**src/rtl/mux_arb_nch.sv**
```systemverilog
// N-channel, W-bit arbitrating multiplexer with a single-entry registered output.
// Picks one requesting channel per cycle by fixed priority or round-robin and
// holds the selected word until the consumer takes it.
module mux_arb_nch #(
  parameter int unsigned WIDTH = 16,
  parameter int unsigned NCH   = 4,
  parameter int unsigned SELW  = $clog2(NCH)
) (
  input  logic                 clk,
  input  logic                 rst,
  input  logic [NCH-1:0]       in_valid,
  input  logic [NCH*WIDTH-1:0] in_data,
  output logic [NCH-1:0]       in_ready,
  input  logic                 mode,
  output logic                 out_valid,
  output logic [WIDTH-1:0]     out_data,
  output logic [SELW-1:0]      out_chan,
  input  logic                 out_ready
);

  logic             out_valid_q;
  logic [WIDTH-1:0] out_data_q;
  logic [SELW-1:0]  out_chan_q;
  logic [SELW-1:0]  last_q;

  logic             gnt_found;
  logic [SELW-1:0]  gnt_idx;
  logic [SELW-1:0]  cand;
  logic [WIDTH-1:0] sel_data;
  logic             can_accept;
  logic             xfer;

  // Arbitration: find the winning channel index for the current mode.
  always_comb begin
    gnt_found = 1'b0;
    gnt_idx   = '0;
    cand      = '0;
    if (!mode) begin
      // Scan downward so the lowest valid index is the final assignment.
      for (int i = NCH - 1; i >= 0; i--) begin
        if (in_valid[i]) begin
          gnt_found = 1'b1;
          gnt_idx   = SELW'(i);
        end
      end
    end else begin
      // Offsets NCH..1 from last; offset NCH wraps to last itself (lowest
      // priority), and the smallest offset ends up winning.
      for (int k = NCH; k >= 1; k--) begin
        cand = last_q + SELW'(k);
        if (in_valid[cand]) begin
          gnt_found = 1'b1;
          gnt_idx   = cand;
        end
      end
    end
  end

  // Word select driven only by the grant index, so in_data never reaches an output.
  always_comb begin
    sel_data = '0;
    for (int i = 0; i < NCH; i++) begin
      if (gnt_idx == SELW'(i)) begin
        sel_data = in_data[i*WIDTH +: WIDTH];
      end
    end
  end

  // Handshake: accept when the output slot is free or being drained; never in reset.
  always_comb begin
    can_accept = (!out_valid_q || out_ready) && !rst;
    in_ready   = '0;
    if (gnt_found && can_accept) begin
      in_ready = NCH'(1) << gnt_idx;
    end
    xfer = |in_ready;
  end

  // Output register and round-robin pointer.
  always_ff @(posedge clk) begin
    if (rst) begin
      out_valid_q <= 1'b0;
      out_data_q  <= '0;
      out_chan_q  <= '0;
      last_q      <= SELW'(NCH - 1);
    end else if (xfer) begin
      out_valid_q <= 1'b1;
      out_data_q  <= sel_data;
      out_chan_q  <= gnt_idx;
      last_q      <= gnt_idx;
    end else if (out_ready) begin
      out_valid_q <= 1'b0;
    end
  end

  assign out_valid = out_valid_q;
  assign out_data  = out_data_q;
  assign out_chan  = out_chan_q;

endmodule

```
**config.mk**
```make
export PLATFORM = sky130hd
export DESIGN_NAME = mux_arb_nch
export DESIGN_NICKNAME = d
export VERILOG_FILES = /design/src/rtl/mux_arb_nch.sv
export SDC_FILE = /design/constraint.sdc
export NUM_CORES = 1
export LEC_CHECK = 0
export CAP_MARGIN = 20
export CELL_PAD_IN_SITES_DETAIL_PLACEMENT = 0
export CELL_PAD_IN_SITES_GLOBAL_PLACEMENT = 1
export CORE_UTILIZATION = 26
export CTS_BUF_LIST = sky130_fd_sc_hd__clkbuf_4
export DETAILED_ROUTE_END_ITERATION = 7
export GPL_TIMING_DRIVEN = 0
export PLACE_DENSITY = 0.92
export SLEW_MARGIN = 15
export SYNTH_ARGS = -nofsm -noshare
export SYNTH_HDL_FRONTEND = slang
export SYNTH_SLANG_ARGS = --single-unit
```
**constraint.sdc**
```tcl
create_clock -name clk -period 3.4 [get_ports clk]
set_input_delay 0.68 -clock clk [delete_from_list [all_inputs] [get_ports clk]]
set_output_delay 0.68 -clock clk [all_outputs]
set_load 0.03 [all_outputs]
```
After elaboration in Yosys (flattened, before gate mapping)
Index checks and enable logic that the tools add are counted.
{"block": "op_classes", "reduce_logical": 8, "shifts": 1, "mux": 33, "addsub": 3, "eq_ne": 3, "order_cmp": 4}
{"cell": "16-bit 2-to-1 mux", "n": 4}
{"cell": "2-bit 2-to-1 mux", "n": 9}
{"cell": "1-bit 2-to-1 mux", "n": 15}
{"cell": "2-bit by 3-bit < comparator with 1-bit output, second input constant", "n": 4}
{"cell": "1-bit binary-select mux with 2-bit select", "n": 4}
{"cell": "2-bit adder, second input constant", "n": 2}
{"cell": "2-bit equality test, second input constant", "n": 2}
{"cell": "4-bit 2-to-1 mux", "n": 1}
{"cell": "4-bit OR reduction", "n": 1}
{"cell": "1-bit by 2-bit << shifter with 4-bit output, first input constant", "n": 1}
{"cell": "2-bit by 1-bit adder with 2-bit output, second input constant", "n": 1}
{"cell": "2-bit by 1-bit equality test with 1-bit output, second input constant", "n": 1}
{"cell": "1-bit logical AND", "n": 2}
{"cell": "1-bit zero test", "n": 2}
{"cell": "2-bit zero test", "n": 1}
{"cell": "2-bit nonzero test", "n": 1}
{"cell": "1-bit logical OR", "n": 1}
{"block": "word_totals", "elab_cells": 56, "out_inout_bits": 23, "in_bits": 72, "regBits": 21}

Longest topological paths before layout
{"block": "depth", "ltp_word": 12, "ltp_mapped": 7, "mapped_depth_nobuf": 5}

Worst setup path before layout
Ideal clock, no wire load.
{"block": "synth_timing", "path_type": "input to output", "start": "in in_valid[1]", "end": "out in_ready[2]", "path_buffers": 2, "required_time_ns": 2.720, "arrival_time_ns": 2.034, "slack_ns": 0.686, "path_stages": 7, "path_cell_list": "nor2b_1 mux2i_1 a21oi_1 or3_1 buf_2 buf_6 nor2_1"}
{"block": "synth_via", "elab_chain_len": 9, "elab_cells_between_ends": 25, "classes_between": "shift: 1; mux: 23; reduce/logical: 1"}
{"item": "start: declaration", "line_no": "11", "rtl": "input logic [NCH-1:0] in_valid,"}
{"item": "1-bit binary-select mux with 2-bit select", "line_no": "51", "rtl": "if (in_valid[cand]) begin"}
{"item": "1-bit 2-to-1 mux (not written as such)", "line_no": "51"}
{"item": "2-bit 2-to-1 mux or 1-bit 2-to-1 mux (tied branches) (4 in series)", "line_no": "51"}
{"item": "2-bit 2-to-1 mux or 1-bit 2-to-1 mux (tied branches)", "line_no": "38", "rtl": "if (!mode) begin"}
{"item": "1-bit by 2-bit << shifter with 4-bit output or 1-bit logical AND (tied branches)", "line_no": "74, 73"}
{"item": "4-bit 2-to-1 mux (*)", "line_no": "73", "rtl": "if (gnt_found && can_accept) begin"}
{"item": "end: declaration", "line_no": "13", "rtl": "output logic [NCH-1:0] in_ready,"}
Every way passes the cells marked *; elsewhere a longest branch is shown, timed or not. The select of a mux whose other input is x is not followed.

Final worst setup path
{"block": "layout_timing", "start": "in in_valid[0]", "end": "out in_ready[3]"}
The elaborated chain is that of the path after synthesis.

==> flow_metrics.py <==
metrics = {
    "outcome": {
        "status": "completed",
    },
    "floorplan": {
        "start_util_pct": 27.4,
        "floorplan.core_area_um2": 4750,
        "die_h_um": 72.7,
        "fp-row-count": 25,
        "die_x_um": 72.7,
        "io_pins": 95,
        "die_area_um2": 5290,
    },
    "clock_tree": {
        "hold_buffers": 0,
        "numCtsBuffers": 3,
        "cts_tree": "built",
        "clk_pin_slew_ps": 120,
        "cts-root-buf": "clkbuf_4",
        "cts_htree_levels": 1,
        "cts_sinks": 21,
        "clockBufferDepth": 2,
        "clk_latency_ps": 310,
    },
    "timing": {
        "maxSlewViolCount": 0,
        "fmax_mhz": 310,
        "setup_ws_ps": 179,
        "finalSetupViolCount": 0,
        "finalHoldViolCount": 0,
        "post-route-period-util_pct": 94.7,
        "rsz0062_at_grt": "false",
        "tightest_slew_ps": 572,
        "fin_crit_ps": 3220,
        "clock_skew_ps": 9.50,
        "relSlewSlack_pct": 61.8,
    },
    "global_routing": {
        "grt-ovfl-total": 0,
        "grt_max_degree": 13,
        "track_usage_pct": 17.5,
        "grt_pass1_wl_um": 7170,
        "antenna_found_initial": 0,
        "grt_pass1_vias": 1576,
    },
    "worst_setup_path": {
        "worst-path-max-fanout": 10,
        "critical_path_class": "input pin to primary output",
        "endpoint_kind": "primary output",
        "worstPathArrival_ps": 2540,
        "r2r-start": "out_valid",
        "start_kind": "input pin",
        "crit_start": "in_valid[0]",
        "cp.required_ps": 2720,
    },
    "final_layout": {
        "final_util_pct": 50.7,
        "final_area_um2": 2410,
        "fin_cells": 309,
        "area_growth_pct": 85.3,
        "nNetsFinal": 315,
        "drive_above_1_share_pct": 10.3,
        "antenna-diode-count": 0,
    },
    "synthesis": {
        "synth_top_area_share_pct": 32.3,
        "yosysUniqueCellTypes": 28,
        "syn_nets": 214,
        "synth_seq_cells": 21,
        "yosys.area.top_type": "dfxtp_1",
        "ys_top_cells_by_area": "dfxtp_1 32%, mux2i_1 15%, a32oi_1 8.1%, o221ai_1 8.1%, a211oi_1 5.2%",
        "ys_seq_area_share_pct": 32.3,
        "avgSynthCellArea_um2": 9.16,
        "yosys_warnings": 0,
        "syn_area_um2": 1300,
        "synthCells": 142,
    },
    "placement": {
        "dp_hpwl_um": 3370,
        "place_area_um2": 2320,
        "pre_cts_ws_ps": -503,
        "placed_cells": 302,
        "place.gp.congestion": 0.721,
        "io_buffer_count": 93,
    },
    "routing": {
        "dr.pass1.iters": 4,
        "drc": 0,
        "antenna_left": 0,
        "drtIter0Drc": 65,
        "via_count": 1510,
        "wl_per_cell_um": 14.6,
        "routed_wl_um": 4510,
        "viasPerCell": 4.89,
    },
    "hold_path": {
        "hold_start": "out_chan[1]",
        "min_path_type": "register to register",
    },
    "pwr": {
        "power_density_nw_per_um2": 323,
        "leakage_uw": 0.000984,
        "peakVddDrop_mv": 0.134,
    },
    "run": {
        "maxCapViolations": 0,
    },
}
==> stage by stage <==
step / setup TNS, ps / power (uW) / hold WS (ps)
after CTS: -53.9 / 778 / 486
final: 0 / 779 / 479
after global placement: -1360 / 644 / 458
after floorplan: 0 / 474 / 515
after detailed placement: -1390 / 647 / 463
after global routing: 0 / 825 / 508
==> repair_timing <==
| action | CTS | global route |
|---|---|---|
| endpoints found under the setup margin | 4 | 3 |
| gates resized for setup | 14 | 12 |
| pin swaps | 0 | 2 |
| buffers inserted | 0 | 3 |
==> cells in the mapped netlist (all sizes together) <==
master and number:
buf 6, o21a 1, a21oi 5, or3 2
a21boi 1, dfxtp 21, clkbuf 3, inv 14
o21bai 4, nand2 4, a32oi 12, nor2b 3
o221ai 13, o22ai 1, nor3b 1, a211oi 9
a31oi 1, mux2i 19, nand2b 5, o21ai 3
o211a 4, nor2 8, nor3 2
==> critical path: stages <==
cell             delay (ps)
clkdlybuf4s50_1         540
nor2_4                  220
a21oi_1                  80
or3_1                   380
buf_2                   170
buf_6                   150
nor2_1                  100
buf_2                   210
==> per-layer routing <==
| layer | up-vias | global-route usage [%] | share of wire [%] |
|---|---|---|---|
| met5 | - | 0 | 0 |
| met4 | 0 | 5.01 | 0.55 |
| met3 | 2 | 3.87 | 8.4 |
| met2 | 66 | 32.0 | 48 |
| met1 | 693 | 20.3 | 43 |
| li1 | 749 | - | - |
==> path summary, 6_finish.rpt <==
| path | to | slack [ps] | cells past startpoint |
|---|---|---|---|
| setup / recovery | in_ready[3] | 180 | 8 |
| hold / removal | out_chan[1] | 480 | 2 |
| setup reg to reg | out_data[9] | 1420 | 6 |
| hold reg to reg | out_chan[1] | 480 | 2 |
==> state kept, by name (all words and copies together), names as in the netlist <==
signal / count
last_q: 2
out_chan: 2
out_valid: 1
out_data: 16
==> report_power, final <==
| part | total (uW) | switching [uW] | internal [uW] |
|---|---|---|---|
| Clock | 125 | 81.2 | 43.9 |
| Combinational | 359 | 171 | 187 |
| Sequential | 295 | 19.8 | 276 |
==> layout by cell type (no fill, tap or decap), types with 2 or more instances in the layout <==
cell	synthesis	final
clkdlybuf4s50_1	0	87
dfxtp_1	21	21
mux2i_1	19	18
inv_1	14	14
a32oi_1	12	12
o221ai_1	12	12
a211oi_1	9	9
nor2_1	8	7
buf_2	3	5
nand2b_1	5	4
a21oi_1	5	4
nand2_1	4	4
o21bai_1	4	4
o211a_1	4	4
buf_4	1	4
nor2b_1	3	3
clkbuf_1	3	3
clkbuf_4	0	3
or3_1	2	2
o21ai_0	2	2
dlymetal6s2s_1	0	2
==> cell families after synthesis <==
logic type,synth area share [%]
multiplexers,14.6
flip-flops,32.3
buffers and inverters,9.04
AND/OR/NAND/NOR,9.62
AO/OA/AOI/OAI,34.4
==> layout make-up <==
cell class / instances / area (um^2)
Fill cell: 474 / 2340
Sequential cell: 21 / 420
Timing Repair Buffer: 96 / 942
Multi-Input combinational cell: 98 / 820
Tap cell: 67 / 83.8
Buffer: 9 / 65.1
Clock buffer: 3 / 22.5
Clock inverter: 1 / 5.00
Inverter: 14 / 52.6
(Power assumes the default switching activity.)
==> RTL change: new RTL, same settings <==
Change the parameter `NCH` from 4 to 2.
--- a/src/rtl/mux_arb_nch.sv
+++ b/src/rtl/mux_arb_nch.sv
@@ -3,7 +3,7 @@
 // holds the selected word until the consumer takes it.
 module mux_arb_nch #(
   parameter int unsigned WIDTH = 16,
-  parameter int unsigned NCH   = 4,
+  parameter int unsigned NCH   = 2,
   parameter int unsigned SELW  = $clog2(NCH)
 ) (
   input  logic                 clk,
Ports: changed (resized in_data, in_ready, in_valid and out_chan); port bits go from 95 to 58. No check against the original RTL was run, so the function may have changed too.
==> RTL change against the unedited design <==
Clock skew decreased by 0.0081 ns; sequential cell count fell by 2; synthesized area fell by 36%; hold slack lost 0.00057 ns; worst setup slack lost 0.065 ns; power down 28%; wire length shrank 43%; final area is 38% lower; maximum frequency down 2.0%; critical path depth down 2; critical endpoint is now in_ready[1].
==> RTL change: results (changes against the unedited design) <==
Placed design
  • Port Buf Inserts: 57 (was 93)
  • Routability Congestion: 0.6955 (was 0.7213)
  • Post-DP HPWL: 2008 um (was 3365 um)
  • Pre-CTS setup slack: -0.01727 ns (was -0.5028 ns)
  • Placed Area: 1456 sq um (was 2316 sq um)

Synthesis
  • Synth Net Count: 145 (was 214)
  • Asr flop ratio synth: 0% (unchanged)
  • Top cells by area, synth: dfxtp_1 (46%), a211oi_1 (14%), a21oi_1 (10%), nor2_1 (8.6%), nand2_1 (8.1%) (was dfxtp_1 (32%), mux2i_1 (15%), a32oi_1 (8.1%), o221ai_1 (8.1%), a211oi_1 (5.2%))
  • Most common library cells after synthesis: dfxtp_1 (19), nor2_1 (19), nand2_1 (18), a21oi_1 (17), a211oi_1 (16) (was dfxtp_1 (21), mux2i_1 (19), inv_1 (14), a32oi_1 (12), o221ai_1 (12))
  • Synth unique cells: 16 (was 28)
  • Yosys warns: 0 (unchanged)
  • Post-synthesis sequential area ratio: 45.78% (was 32.31%)
  • Avg Synthesized Cell Area: 7.764 sq um (was 9.164 sq um)

Power
  • Worst vdd ir: 213.2 uV (was 133.8 uV)
  • Sw Share: 31.06% (was 34.97%)
  • Leak pwr: 0.0005865 uW (was 0.0009843 uW)

Finish
  • Share of layout cells above drive strength 1: 6.548% (was 10.33%)
  • N_diodes: 0 (unchanged)
  • Max FFs per register: 16 (unchanged)
  • Post-Layout Cell Count: 212 (was 309)

CTS
  • Post-CTS setup buffers: 0 (unchanged)
  • H-tree depth: 1 (unchanged)
  • Cts bufs inserted: 3 (unchanged)
  • Worst skew pair latency: 0.30 ns
  • Clock Path Buffers: 2 (unchanged)
  • Clk root buf: clkbuf_4 (unchanged)
  • Resized cells post-CTS: 1 (was 14)
  • Clock Pin Slew Worst Setup and Hold Paths: 0.11 ns

GRT
  • Tot GR Track Use: 16.32% (was 17.48%)
  • Global-route wire length before repair: 4174 um (was 7169 um)
  • Vias in the first global route: 965 (was 1576)
  • Initial antenna violation count: 0 (unchanged)
  • Largest net degree at the start of global routing: 11 (was 13)

STA
  • Worst clock skew: 0.001354 ns (was 0.009501 ns)
  • Max-slew headroom: 63.96% (was 61.82%)

Worst setup path
  • Critical Path AT: 2.61 ns (was 2.54 ns)
  • Crit-path max FO: 8 (was 10)
  • Startpoint types: input port (unchanged)

Routing
  • Detailed router's first-iteration violation count: 25 (was 65)
  • WL/cell: 12.14 um (was 14.60 um)
  • Drt pass-1 iters: 4 (unchanged)
  • Routed via count: 993 (was 1510)

Min path
  • Worst min-delay path category: flip-flop to flip-flop (unchanged)

Run status
  • Status: complete, no violations (unchanged)
RTL change: worst paths after layout:
path | from | endpoint | slack (ns) | cells after the start
hold reg to reg | out_chan | out_chan | 0.48 | 2
setup / recovery | in_valid[1] | in_ready[1] | 0.11 | 6
setup reg to reg | out_valid | out_data[15] | 1.78 | 5
hold / removal | out_chan | out_chan | 0.48 | 2
RTL change: power by group through the flow:
stage | Sequential, uW | Combinational (uW) | Clock, uW
after floorplan | 288 | 57.0 | 0
after global placement | 254 | 181 | 0
after detailed placement | 255 | 184 | 0
after CTS | 250 | 184 | 129
after global routing | 252 | 196 | 137
final | 250 | 182 | 128
RTL change: cell type report:
cell class,count,area [sq um]
multi-input cells,78,399.1
flip-flops and latches,19,380.4
fillers,326,1568
well taps,44,55.05
plain buffers,8,43.79
repair buffers,57,569.3
clock buffers,4,30.03
inverters,2,7.507
RTL change: logic make-up after synthesis:
logic type,count (synthesis),share of synthesized area (%)
AND/OR/NAND/NOR,42,20.78
buffers and inverters,10,6.175
AO/OA/AOI/OAI,36,27.26
flip-flops,19,45.78
RTL change: routing by layer:
layer | vias up | GRT usage, % | share of wire [%]
li1 | 492 | - | -
met3 | 4 | 5.275 | 5.5
met2 | 33 | 27.59 | 50
met4 | 0 | 7.143 | 2.1
met1 | 464 | 18.89 | 42
met5 | - | 0 | 0
RTL change: worst max-delay path: stages:
cell             delay, ns
clkdlybuf4s50_1       0.52
nor2_1                0.07
nor3_2                0.42
nand2_1               0.15
inv_1                 0.10
clkdlybuf4s50_1       0.67
